`config.mk`:
```
export PLATFORM = sky130hd
export DESIGN_NAME = serial_borrow_subtractor
export DESIGN_NICKNAME = d
export VERILOG_FILES = /design/src/rtl/serial_borrow_subtractor.sv
export SDC_FILE = /design/constraint.sdc
export NUM_CORES = 1
export LEC_CHECK = 0
export CAP_MARGIN = 15
export CORE_UTILIZATION = 30
export DETAILED_ROUTE_END_ITERATION = 10
export SLEW_MARGIN = 0
export SYNTH_ARGS = -nofsm -noshare
export SYNTH_HDL_FRONTEND = slang
export SYNTH_SLANG_ARGS = --single-unit
```
`constraint.sdc`:
```
create_clock -name clk -period 1.93 [get_ports clk]
set_input_delay 0.2895 -clock clk [delete_from_list [all_inputs] [get_ports clk]]
set_output_delay 0.2895 -clock clk [all_outputs]
set_load 0.01 [all_outputs]
```
`src/rtl/serial_borrow_subtractor.sv`:
```
// Digit-serial subtractor: Diff = A - B - borrow_in (mod 2^WIDTH), DIGIT bits per clock, LSB first.
// Start/busy/done handshake; outputs are only written when an operation completes.
module serial_borrow_subtractor #(
  parameter int WIDTH = 16,
  parameter int DIGIT = 1
) (
  input  logic             clk,
  input  logic             reset,
  input  logic             start,
  input  logic [WIDTH-1:0] A,
  input  logic [WIDTH-1:0] B,
  input  logic             borrow_in,
  output logic             busy,
  output logic             done,
  output logic [WIDTH-1:0] Diff,
  output logic             borrow_out,
  output logic             overflow
);

  localparam int NDIG = WIDTH / DIGIT;
  localparam int CW   = $clog2(NDIG + 1);

  typedef enum logic [1:0] {IDLE, RUN, DONE} state_t;

  state_t           state, state_nx;
  logic [WIDTH-1:0] a_sh, b_sh, res_sh;
  logic             bw, bw_nx, chain;
  logic [CW-1:0]    cnt;
  logic             a_msb, b_msb;
  logic             accept, last;
  logic [DIGIT-1:0] dig;

  // One extra RUN cycle (cnt == NDIG) commits the result, giving done at start+NDIG+1.
  always_comb begin
    accept   = start && (state == IDLE || state == DONE);
    last     = (cnt == CW'(NDIG));
    state_nx = state;
    case (state)
      IDLE:    if (start) state_nx = RUN;
      RUN:     if (last) state_nx = DONE;
      DONE:    state_nx = start ? RUN : IDLE;
      default: state_nx = IDLE;
    endcase
  end

  always_comb begin
    chain = bw;
    dig   = '0;
    for (int unsigned i = 0; i < DIGIT; i++) begin
      dig[i] = a_sh[i] ^ b_sh[i] ^ chain;
      chain  = (~a_sh[i] & b_sh[i]) | (~a_sh[i] & chain) | (b_sh[i] & chain);
    end
    bw_nx = chain;
  end

  always_comb begin
    busy = (state == RUN);
    done = (state == DONE);
  end

  always_ff @(posedge clk) begin
    if (reset) begin
      state      <= IDLE;
      a_sh       <= '0;
      b_sh       <= '0;
      res_sh     <= '0;
      bw         <= 1'b0;
      cnt        <= '0;
      a_msb      <= 1'b0;
      b_msb      <= 1'b0;
      Diff       <= '0;
      borrow_out <= 1'b0;
      overflow   <= 1'b0;
    end else begin
      state <= state_nx;
      if (accept) begin
        a_sh   <= A;
        b_sh   <= B;
        bw     <= borrow_in;
        cnt    <= '0;
        res_sh <= '0;
        a_msb  <= A[WIDTH-1];
        b_msb  <= B[WIDTH-1];
      end else if (state == RUN) begin
        if (!last) begin
          a_sh   <= a_sh >> DIGIT;
          b_sh   <= b_sh >> DIGIT;
          res_sh <= (res_sh >> DIGIT) | (WIDTH'(dig) << (WIDTH - DIGIT));
          bw     <= bw_nx;
          cnt    <= cnt + 1'b1;
        end else begin
          Diff       <= res_sh;
          borrow_out <= bw;
          overflow   <= (a_msb != b_msb) && (res_sh[WIDTH-1] != a_msb);
        end
      end
    end
  end

endmodule
```
==> results by group, run 1 <==
Place
  • Pre-CTS setup slack: 0.1028 ns
  • DPL Wire Length: 4769 µm
  • Routability cong.: 0.6776
  • Placed cell count: 552
  • Placed cell area: 3908 µm²
  • Buffers on Ports: 55

Job
  • Number of max-cap violations: 0

Logic synthesis
  • Yosys warns: 0
  • Main flop type after synthesis: dfxtp_1
  • Share of the synthesized area in the top cell type: 46.47%
  • Most common cell in the netlist: dfxtp_1
  • Commonest cells in the netlist: dfxtp_1, o21ai_0, nand3_1, a21oi_1
  • Number of enable flip-flop cells after synthesis: 0
  • Syn Std Cell Area: 3274 µm²
  • Largest area contributor in the netlist: dfxtp_1
  • Asr flop ratio synth: 0%
  • Syn_area_per_cell: 8.311 µm²
  • Synthesis-stage register bit count: 76
  • Sequential cell area fraction in the yosys report: 46.47%
  • Synth area leaders: dfxtp_1, o21ai_0, nand3_1
  • Netlist cell types: 29
  • Cells after synthesis: 394
  • Syn nets: 433

STA
  • Fin crit share: 93.03%
  • Fin crit period: 1.795 ns
  • Slew margin rel.: 62.16%
  • Clock skew: 0.007899 ns
  • Peak Freq: 0.5570 GHz
  • Finish-stage setup viols: 0
  • Final worst setup slack: 0.1345 ns
  • TNS Setup: 0 ns
  • Hold_ws: 0.3813 ns
  • Worst Tran Pin Value: 0.5676 ns
  • RSZ-0062 raised after global routing: false
  • Count of pins over their slew limit: 0
  • Hold Vio Cnt, Final: 0

Global routing
  • Number of global-route vias before repair: 2726
  • Total global-route track usage: 14.54%
  • Largest net degree at the start of global routing: 70
  • Initial antenna violation count: 0
  • Congestion Overflow GR: 0
  • First-pass GRT wire length: 13190 µm

Power and ir drop
  • Combinational Power Share: 9.9%
  • Sequential Power Share: 45.7%
  • Psw: 813.0 µW
  • Pwr Density: 874.8 nW/µm²
  • Leakage: 0.001333 µW
  • Maximum vdd drop: 391.4 µV
  • Power share of the clock group: 44.4%
  • P_int: 2854 µW
  • Switching Fraction: 22.17%

Floorplan
  • Die area: 11340 µm²
  • # rows: 37
  • Starting Density: 31.30%
  • CORE AREA: 10460 µm²
  • Die Wd: 106.5 µm
  • IO Pins: 56
  • Height of the die: 106.5 µm

Routing
  • DRC viols: 0
  • Final antenna-violating net count: 0
  • Final WL: 8103 µm
  • Wirelength per Cell: 14.27 µm
  • Routed vias: 3004
  • First drt pass iteration count: 5
  • Starting DRT DRC Count: 162
  • Post-DR vias/cell: 5.289

Final layout
  • Area Overhead vs Synth: 28.01%
  • Antenna Cells: 0
  • Design area: 4192 µm²
  • Fin cells: 568
  • Final net count: 467
  • Share of cells above drive strength 1: 7.870%

Clock network
  • Skew-Pair Late Insertion Delay: 0.35 ns
  • CTS tree: done
  • H-tree levels: 3
  • Clock buffer count from CTS: 9
  • Root Buffer: clkbuf_8
  • Longest Clk Path Bufs: 2
  • Sink Count: 76
  • Clock slew seen by the registers of the worst setup and hold paths: 0.08 ns
  • Post-CTS resize count: 0
  • Post-CTS Hold Buffers: 0
  • Postcts setup bufs: 0

Critical path
  • Arrival time at the worst endpoint: 2.07 ns
  • Worst Setup End Kind: flip-flop
  • WP data required: 2.21 ns
  • CP Launch Type: flip-flop
  • Crit-path max cell delay: 0.46 ns
  • Slowest cell on the critical path: or4_1
  • Worst-path maximum fanout: 30
  • Critical path class: flip-flop to flip-flop
  • Crit-path cells: inv_1 > ha_1 > and4bb_2 > or4_1 > a21oi_1

Outcome
  • Status: finished clean

Hold path
  • Worst Hold Class: primary input to flip-flop
[power groups by stage]
stage                     Sequential (µW)  Combinational [µW]  Clock, µW
final                                1680                 364       1630
after global routing                 1680                 406       1730
after CTS                            1680                 369       1660
after detailed placement             1710                 365          0
after global placement               1710                 361          0
after floorplan                      1700                 225          0
[final timing paths]
path	start	to	slack, ns	cells past startpoint
setup / recovery	cnt[0]	cnt[2]	0.13	5
hold / removal	reset	Diff[5]	0.38	3
setup reg to reg	cnt[0]	cnt[2]	0.13	5
hold reg to reg	res_sh[0]	Diff[0]	0.47	2
[metal layers]
layer	up-vias	track usage, %	part of all wire (%)
met3	12	3.311	4.4
met2	73	21.43	44
met1	1406	20.02	50
met5	-	0	0
met4	0	6.751	1.8
li1	1513	-	-
[per-stage QoR]
step	util, %	total power, µW
global placement	37.35	2069
detailed placement	37.35	2076
CTS	39.94	3703
floorplan	-	1925
finish	40.06	3667
global route	40.06	3818
[cell usage in the layout (no fill, tap or decap), types with 2 or more instances in the layout]
cell | Yosys | routed
nand2_1 | 6 | 6
nor2_1 | 32 | 32
o21ai_0 | 68 | 68
a21oi_1 | 44 | 44
o211ai_1 | 2 | 2
nand2b_2 | 0 | 2
dfxtp_1 | 76 | 76
buf_12 | 0 | 4
or3_1 | 2 | 2
a311oi_1 | 32 | 32
nand3_1 | 65 | 65
buf_4 | 1 | 8
clkdlybuf4s50_1 | 0 | 54
ha_1 | 2 | 2
bufinv_16 | 0 | 4
inv_1 | 4 | 4
nor3_1 | 2 | 2
clkbuf_8 | 0 | 11
[final cells by class]
cell class / count / area (µm²)
multi-input combinational: 269 / 1523
clock inverter: 4 / 120.1
sequential: 76 / 1521
timing repair buffer: 67 / 685.7
clock buffer: 11 / 151.4
fill: 1085 / 6271
inverter: 5 / 20.02
tap: 136 / 170.2
[registers in the layout (all words and copies together) (netlist names)]
name	count
Diff	16
a_sh	16
b_sh	16
res_sh	16
cnt	5
state	2
a_msb	1
b_msb	1
borrow_out	1
bw	1
overflow	1
[critical path: cells and delay by family (launching register included)]
| kind | cells | cell delay [ns] |
|---|---|---|
| AND/OR/NAND/NOR | 2 | 0.89 |
| buffers and inverters | 1 | 0.07 |
| AO/OA/AOI/OAI | 1 | 0.14 |
| adder cells (fa/ha/maj) | 1 | 0.24 |
| flip-flops | 1 | 0.37 |
[logic make-up (layout without fill, tap and decap cells)]
kind of cell	count (synthesis)	after routing	share of synthesized area (%)
flops	76	76	46.47
compound gates	146	146	26.14
simple gates	119	120	17.96
buf+inv	50	87	8.063
fa+ha+maj	3	3	1.376
Note: power is estimated with default switching activity, not from simulation.
==> run 2, diff against run 1 <==
CAP_MARGIN = 40   (was 15)
==> results of run 2 <==
No change in the layout: final DEF, timing and power equal those of run 1.
==> run 3, diff against run 2 <==
CORE_MARGIN = 5   (was not set)
DONT_BUFFER_PORTS = 1   (was not set)
==> results by group, run 3 (synthesis results as in run 1) <==
Outcome
  • Status: finished clean

STA
  • Slew margin rel.: 60.75% (-1.4 points)
  • Count of pins over their slew limit: 0 (unchanged)
  • Hold Vio Cnt, Final: 0 (unchanged)
  • Hold_ws: 0.02053 ns (-0.3608 ns)
  • Fin crit period: 1.768 ns (-0.02784 ns)
  • Clock skew: 0.006207 ns (-0.001692 ns)
  • Finish-stage setup viols: 0 (unchanged)
  • Final worst setup slack: 0.1624 ns (+0.02784 ns)
  • TNS Setup: 0 ns (unchanged)
  • RSZ-0062 raised after global routing: false
  • Worst Tran Pin Value: 0.5887 ns (+0.02110 ns)
  • Peak Freq: 0.5657 GHz (+1.6%)
  • Fin crit share: 91.59% (-1.4 points)

Critical path
  • FF-to-FF End: cnt[2]
  • Reg-to-Reg Start: cnt[0]
  • WP data required: 2.21 ns (about the same)
  • Worst-path maximum fanout: 30 (unchanged)
  • Critical path class: flip-flop to flip-flop
  • Reg2reg path depth: 5 (unchanged)
  • Worst Setup End Kind: flip-flop
  • Flop2flop setup slack: 0.16 ns (+0.03 ns)
  • Arrival time at the worst endpoint: 2.05 ns (-0.02 ns)
  • CP Launch Type: flip-flop

Routing
  • Final WL: 8960 µm (+11%)
  • Routed vias: 2905 (-3.3%)
  • DRC viols: 0 (unchanged)
  • Starting DRT DRC Count: 256 (+58%)
  • Wirelength per Cell: 16.97 µm (+19%)
  • Final antenna-violating net count: 0 (unchanged)
  • First drt pass iteration count: 5 (unchanged)
  • Post-DR vias/cell: 5.502 (+4.0%)

Global routing
  • Total global-route track usage: 13.54% (-1.0 points)
  • First-pass GRT wire length: 14260 µm (+8.2%)
  • Number of global-route vias before repair: 2686 (-1.5%)
  • Largest net degree at the start of global routing: 64 (-8.6%)
  • Congestion Overflow GR: 0 (unchanged)
  • Initial antenna violation count: 0 (unchanged)

Floorplan
  • IO Pins: 56 (unchanged)
  • # rows: 38 (+2.7%)
  • Height of the die: 114.5 µm (+7.5%)
  • Die Wd: 114.5 µm (+7.5%)
  • CORE AREA: 10750 µm² (+2.7%)
  • Die area: 13100 µm² (+16%)
  • Starting Density: 30.47% (-0.82 points)

Clock network
  • Sink Count: 76 (unchanged)
  • Post-CTS resize count: 0 (unchanged)
  • Postcts setup bufs: 0 (unchanged)
  • Clock slew seen by the registers of the worst setup and hold paths: 0.07 ns (about the same)
  • Skew-Pair Late Insertion Delay: 0.34 ns (about the same)
  • Longest Clk Path Bufs: 2 (unchanged)
  • H-tree levels: 3 (unchanged)
  • Root Buffer: clkbuf_8
  • CTS tree: done
  • Clock buffer count from CTS: 9 (unchanged)

Place
  • DPL Wire Length: 5121 µm (+7.4%)
  • Routability cong.: 0.7072 (+4.4%)
  • Pre-CTS setup slack: 0.1037 ns (+0.0009120 ns)
  • Placed cell count: 502 (-9.1%)
  • Buffers on Ports: 0 (-100%)

Power and ir drop
  • Pwr Density: 825.5 nW/µm² (-5.6%)
  • Maximum vdd drop: 321.0 µV (-18%)
  • Leakage: 0.001115 µW (-16%)
  • Pwr Total: 2992 µW (-18%)

Hold path
  • Hold Path Depth: 1 (-2)
  • Hold Path Origin: reset
  • Hold endpoint: b_sh[3]
  • Worst Hold Class: primary input to flip-flop

Final layout
  • Leading cell type in the layout, fill and taps excluded: dfxtp_1
  • Antenna Cells: 0 (unchanged)
  • Area Overhead vs Synth: 10.70%
  • Most frequent cells in the layout: dfxtp_1, o21ai_0, nand3_1
  • Fin cells: 528 (-7.0%)
  • Share of cells above drive strength 1: 7.990% (+0.12 points)
  • Final net count: 423 (-9.4%)

Job
  • Number of max-cap violations: 0 (unchanged)
run 3: cell count changes in the layout (fill, tap and decap cells not counted), sizes merged:
cell,delta
dlygate4sd3,+10
clkdlybuf4s50,-54
bufinv,-4
clkbuf,+1
clkinv,+3
run 3: layout make-up:
class	instances	area [µm²]
inverters	5	20.02
fillers	1148	7121
repair buffers	23	235.2
well taps	140	175.2
clock inverters	3	15.01
flip-flops and latches	76	1521
multi-input cells	269	1523
clock buffers	12	135.1
run 3: worst max-delay path, stage by stage, from the launching register on:
cell	delay [ns]
dfxtp_1	0.36
inv_1	0.07
ha_1	0.23
and4bb_2	0.43
or4_1	0.46
a21oi_1	0.14
run 3: worst max path at each step:
stage	cells after the start	slack, ns	end	from
finish	5	0.16	cnt[2]	cnt[0]
global route	5	0.03	cnt[2]	cnt[0]
CTS	5	0.09	b_sh[2]	cnt[0]
detailed placement	6	0.10	Diff[14]	cnt[0]
global placement	6	0.16	res_sh[6]	cnt[0]
floorplan	5	0.53	cnt[2]	cnt[0]
run 3: timing repair:
action | 4_1_cts | 5_1_grt
endpoints found under the hold margin | 4 | 4
hold buffers | 9 | 1
setup endpoints to repair | 0 | 28
run 3: per-stage QoR:
stage | utilization, % | cell area, µm²
3_3_place_gp | 31.29 | 3362
3_5_place_dp | 31.29 | 3362
4_1_cts | 33.52 | 3602
2_1_floorplan | - | 3274
5_1_grt | 33.73 | 3625
6_report | 33.73 | 3625
run 3: metal layers:
| metal | vias to the layer above | share of wire [%] | track usage (%) |
|---|---|---|---|
| met5 | - | 0 | 0 |
| met4 | 0 | 1.2 | 4.038 |
| met3 | 9 | 5.9 | 3.858 |
| met2 | 82 | 47 | 20.26 |
| met1 | 1390 | 46 | 18.90 |
| li1 | 1424 | - | - |
run 3: where the power goes:
group	internal, µW	switching [µW]
logic	110	197
clock network	455	553
registers	1640	38.1
